**config.mk**
```make
export PLATFORM = sky130hd
export DESIGN_NAME = pool_input_buffer
export DESIGN_NICKNAME = d
export VERILOG_FILES = /design/src/rtl/pool_pkg.sv /design/src/rtl/pool_input_buffer.sv
export SDC_FILE = /design/constraint.sdc
export NUM_CORES = 1
export LEC_CHECK = 0
export ABC_CLOCK_PERIOD_IN_PS = 4000
export CORE_MARGIN = 3
export CORE_UTILIZATION = 50
export DETAILED_ROUTE_END_ITERATION = 6
export DONT_BUFFER_PORTS = 1
export GPL_ROUTABILITY_DRIVEN = 0
export PLACE_DENSITY = 0.77
export SLEW_MARGIN = 20
export SYNTH_ARGS = -nofsm -noshare
export SYNTH_HDL_FRONTEND = slang
export SYNTH_SLANG_ARGS = --single-unit
```
**constraint.sdc**
```tcl
create_clock -name clk -period 4 [get_ports clk]
set_input_delay 0.8 -clock clk [delete_from_list [all_inputs] [get_ports clk]]
set_output_delay 0.8 -clock clk [all_outputs]
set_load 0.02 [all_outputs]
```
**src/rtl/pool_pkg.sv**
```systemverilog
// Shared definitions for the pooling input buffer: FSM states and default word format.
package pool_pkg;

    typedef enum logic [2:0] {
        FILL    = 3'd0,
        START   = 3'd1,
        RUN     = 3'd2,
        CAPTURE = 3'd3,
        OUT     = 3'd4
    } pool_state_e;

    localparam int DEFAULT_IL = 4;
    localparam int DEFAULT_FL = 16;

endpackage

```
**src/rtl/pool_input_buffer.sv**
```systemverilog
// Collects a frame of fixed-point words, hands it to the mean-pooling stage,
// guards the stage with a watchdog, and holds the resulting mean until it is taken.
module pool_input_buffer
    import pool_pkg::*;
#(
    parameter int IL    = DEFAULT_IL,
    parameter int FL    = DEFAULT_FL,
    parameter int size  = 4,
    parameter int width = $clog2(size)
) (
    input  logic                           clk,
    input  logic                           rst_n,
    input  logic [IL+FL-1:0]               in_data,
    input  logic                           in_valid,
    output logic                           in_ready,
    input  logic                           flush,
    output logic [size-1:0][IL+FL-1:0]     im,
    output logic                           en,
    output logic                           input_ready,
    input  logic                           pool_done,
    input  logic [IL+FL-1:0]               pool_om,
    output logic [IL+FL-1:0]               out_data,
    output logic                           out_valid,
    input  logic                           out_ready,
    output logic                           err,
    output logic [15:0]                    frame_cnt
);

    localparam int                DW         = IL + FL;
    localparam int                WDW        = width + 2;
    localparam logic [width-1:0]  LAST_PTR   = width'(size - 1);
    localparam logic [WDW-1:0]    WDOG_LIMIT = WDW'(size + 2);

    pool_state_e                 state_q, state_d;
    logic [width-1:0]            wr_ptr_q, wr_ptr_d;
    logic [WDW-1:0]              wdog_q, wdog_d;
    logic [15:0]                 frame_cnt_q, frame_cnt_d;
    logic [DW-1:0]               out_data_q, out_data_d;
    logic                        out_valid_q, out_valid_d;
    logic                        err_q, err_d;
    logic [size-1:0][DW-1:0]     im_q, im_d;
    logic                        live_q;

    // Holds in_ready low until the first edge after reset release.
    always_ff @(posedge clk or negedge rst_n) begin
        if (!rst_n) begin
            live_q <= 1'b0;
        end else begin
            live_q <= 1'b1;
        end
    end

    // State and datapath registers; reset abandons any frame in flight.
    always_ff @(posedge clk or negedge rst_n) begin
        if (!rst_n) begin
            state_q     <= FILL;
            wr_ptr_q    <= '0;
            wdog_q      <= '0;
            frame_cnt_q <= '0;
            out_data_q  <= '0;
            out_valid_q <= 1'b0;
            err_q       <= 1'b0;
            im_q        <= '0;
        end else begin
            state_q     <= state_d;
            wr_ptr_q    <= wr_ptr_d;
            wdog_q      <= wdog_d;
            frame_cnt_q <= frame_cnt_d;
            out_data_q  <= out_data_d;
            out_valid_q <= out_valid_d;
            err_q       <= err_d;
            im_q        <= im_d;
        end
    end

    // Next-state and handshake logic; the frame only changes while filling.
    always_comb begin
        state_d     = state_q;
        wr_ptr_d    = wr_ptr_q;
        wdog_d      = wdog_q;
        frame_cnt_d = frame_cnt_q;
        out_data_d  = out_data_q;
        out_valid_d = out_valid_q;
        err_d       = 1'b0;
        im_d        = im_q;
        in_ready    = 1'b0;
        en          = 1'b0;
        input_ready = 1'b0;

        case (state_q)
            FILL: begin
                in_ready = live_q;
                wdog_d   = '0;
                if (flush) begin
                    wr_ptr_d = '0;
                end else if (in_valid && live_q) begin
                    im_d[wr_ptr_q] = in_data;
                    wr_ptr_d       = wr_ptr_q + 1'b1;
                    if (wr_ptr_q == LAST_PTR) begin
                        state_d = START;
                    end
                end
            end
            START: begin
                en          = 1'b1;
                input_ready = 1'b1;
                wdog_d      = '0;
                state_d     = RUN;
            end
            RUN: begin
                en     = 1'b1;
                wdog_d = wdog_q + 1'b1;
                if (pool_done) begin
                    state_d = CAPTURE;
                end else if (wdog_d == WDOG_LIMIT) begin
                    err_d    = 1'b1;
                    wr_ptr_d = '0;
                    state_d  = FILL;
                end
            end
            CAPTURE: begin
                en          = 1'b1;
                out_data_d  = pool_om;
                out_valid_d = 1'b1;
                state_d     = OUT;
            end
            OUT: begin
                if (out_valid_q && out_ready) begin
                    out_valid_d = 1'b0;
                    frame_cnt_d = frame_cnt_q + 16'd1;
                    wr_ptr_d    = '0;
                    state_d     = FILL;
                end
            end
            default: begin
                state_d = FILL;
            end
        endcase
    end

    assign im        = im_q;
    assign out_data  = out_data_q;
    assign out_valid = out_valid_q;
    assign err       = err_q;
    assign frame_cnt = frame_cnt_q;

endmodule
```
==> flow_metrics.py <==
metrics = {
    "outcome": {
        "outcome": "finished clean",
    },
    "die": {
        "die_x_um": 107.4,
        "die_area_sq_um": 11540,
        "start_util_pct": 52.13,
        "num_io_pins": 167,
        "rows": 36,
        "die_h_um": 107.4,
        "fp.coreArea_sq_um": 9864,
    },
    "detailed_routing": {
        "ant_nets": 0,
        "detail_route.wl_per_cell_um": 19.91,
        "dr_total_vias": 2803,
        "first_pass_iters": 4,
        "wl_um": 10050,
        "post-route-drc-count": 0,
        "drtIter0Drc": 123,
        "via_per_inst": 5.550,
    },
    "cells_and_area": {
        "nNetsFinal": 413,
        "fin_area_sq_um": 5878,
        "layout-drive-gt1-share_pct": 37.63,
        "area_delta_synth_final_pct": 14.31,
        "fillers": 753,
        "diodes": 0,
        "fin_cells": 505,
    },
    "placement": {
        "dp_cells": 473,
        "hpwl_um": 6865,
        "port-buffer-count": 0,
        "place_area_sq_um": 5241,
    },
    "global_route": {
        "antenna_found_initial": 0,
        "overflow": 0,
        "grt_max_degree": 129,
        "track_usage_pct": 17.92,
        "grt_pass1_vias": 2972,
        "grt_pass1_wl_um": 15800,
    },
    "power": {
        "ir_worst_vdd_v": 0.0003940,
        "p_leak_nw": 2.795,
        "power.density_nw_per_um2": 824.2,
    },
    "timing": {
        "finalClockSkew_ps": 4.916,
        "slew_viol_final": 0,
        "grt_setup_unrepaired": "false",
        "maxSlewHeadroom_pct": 30.33,
        "fin_tns_setup_ps": 0,
        "fin_crit_sh_pct": 69.35,
        "min_period_ps": 2774,
        "setup_viol": 0,
        "max_freq_mhz": 360.5,
        "hold_viol_final": 0,
        "worst_pin_slew_ps": 1043,
    },
    "setup_path": {
        "worstPathMaxFanout": 12,
        "r2r-end": "im[75]$_DFFE_PN0P_",
        "critPathKind": "reg -> out",
        "cp.required_ps": 3200,
        "rrSetupSlack_ps": 1470,
        "r2r.worst_path.cells": 4,
        "startpoint_type": "register",
        "arrival_ps": 1970,
        "end_kind": "output port",
        "rr_startpoint": "state_q[1]$_DFFE_PN0P_",
    },
    "clocking": {
        "h-tree-depth": 4,
        "path_clk_slew_ps": 60,
        "cts-buffers-inserted": 17,
        "cts_tree": "done",
        "cts_setup_buffers": 0,
        "cts-resized-gates": 0,
        "cts-root-buf": "clkbuf_8",
        "worst_skew_pair.late_latency_ps": 510,
        "clk_path_buf_depth": 2,
        "clkSinkCount": 128,
    },
    "run": {
        "drv_cap": 0,
    },
    "synth": {
        "syn_nets": 407,
        "yosysSeqAreaShare_pct": 62.29,
        "avgSynthCellArea_sq_um": 14.53,
        "syn_inst": 354,
        "syn-cell-area_sq_um": 5142,
        "synth-seq-cells": 128,
        "synth_warnings": 0,
        "yosys.cell_types.count": 42,
    },
    "hold_path": {
        "min_path_type": "in -> async",
    },
}
synth_stat cells, drive strengths merged:
master,number,area (sq um)
a22o,3,27.53
and3b,1,8.760
a21oi,2,10.01
o21bai,1,7.510
conb,1,3.750
dfrtp,128,3203
nand4b,1,8.760
nor4b,2,23.77
and3,1,6.260
nand2,25,93.84
nor2,8,32.54
mux2,101,1137
nand2b,1,6.260
a2111oi,2,23.77
nand3,4,20.02
mux2i,1,10.01
nor3b,3,22.52
ha,7,87.58
inv,5,18.77
xnor2,9,78.83
buf,13,63.81
clkbuf,1,3.750
o21ai,4,20.01
nor2b,3,18.77
o22ai,1,6.260
a21boi,1,7.510
xor2,7,61.31
nor3,8,40.04
nor4,4,40.04
or2,2,15.02
a21o,2,16.27
nand4,2,18.77
cells in the final DEF, fill, tap and decap left out, types with 4 or more instances in the layout:
cell / n
nand3_1: 4
dfrtp_1: 128
nor3_1: 8
nand2_1: 25
clkbuf_16: 16
ha_1: 7
bufinv_16: 4
xor2_1: 7
mux2_2: 101
nor2_1: 7
xnor2_1: 9
inv_1: 5
logic make-up (layout without fill, tap and decap cells):
family	after synthesis	in the layout	share of synthesized area, %
flip-flops	128	128	62.29
multiplexers	102	102	22.31
AND/OR/NAND/NOR	65	65	6.911
buffers and inverters	19	37	1.679
AO/OA/AOI/OAI	16	16	2.312
XOR/XNOR	16	16	2.725
adder cells (fa/ha/maj)	7	7	1.703
other	1	1	0.07292
area by class of cell:
cell class	instances	area [sq um]	area share [%]
multi-input combinational	207	1853	31.52
clock buffer	21	449.2	7.642
inverter	5	18.77	0.3193
clock inverter	10	160.2	2.725
tap	133	166.4	2.831
timing repair buffer	1	27.53	0.4683
sequential	128	3203	54.49
critical path, stage by stage (launching register included):
cell     delay [ps]
dfrtp_1         500
or2_4           340
nor3b_1         630
report_power, final:
part           total (mW)  internal (mW)  switching (mW)  leakage [nW]
combinational       0.671          0.406           0.265         0.849
sequential           2.61           1.73           0.881          1.65
clock                1.56           1.04           0.525         0.298
total                4.84           3.17            1.67          2.79
per-stage QoR:
step	setup WS (ps)	utilization, %	hold slack [ps]	power [mW]
after CTS	1186	59.59	271.1	4.907
after global routing	1118	59.59	283.4	5.082
after floorplan	1920	-	504.4	3.085
after global placement	1465	53.13	507.0	3.228
after detailed placement	1388	53.13	507.1	3.294
final	1226	59.59	217.2	4.845
routing by layer:
metal | global-route usage, % | part of all wire (%)
met2 | 28.64 | 51
met4 | 7.304 | 1.1
met3 | 7.978 | 9.7
met5 | 0 | 0
met1 | 21.18 | 39
worst max path at each step:
stage	from	endpoint	slack [ps]	depth (start not counted)
finish	state_q[1]$_DFFE_PN0P_	in_ready	1230	2
global route	state_q[1]$_DFFE_PN0P_	in_ready	1120	2
CTS	state_q[1]$_DFFE_PN0P_	in_ready	1190	2
detailed placement	state_q[1]$_DFFE_PN0P_	im[53]$_DFFE_PN0P_	1390	4
global placement	flush	im[40]$_DFFE_PN0P_	1470	3
floorplan	state_q[2]$_DFFE_PN0P_	input_ready	1920	3
registers in the layout (all words and copies together), names as in the netlist:
register,count
im,80
live_q,1
out_data,20
frame_cnt,16
out_valid,1
err,1
wdog_q,4
wr_ptr_q,2
state_q,3
timing repair:
| action | in CTS | in global routing |
|---|---|---|
| endpoints found under the hold margin | 128 | 0 |
| hold buffers | 1 | 0 |
| endpoints found under the setup margin | 0 | 0 |
Power figures use the tool's default switching activity.
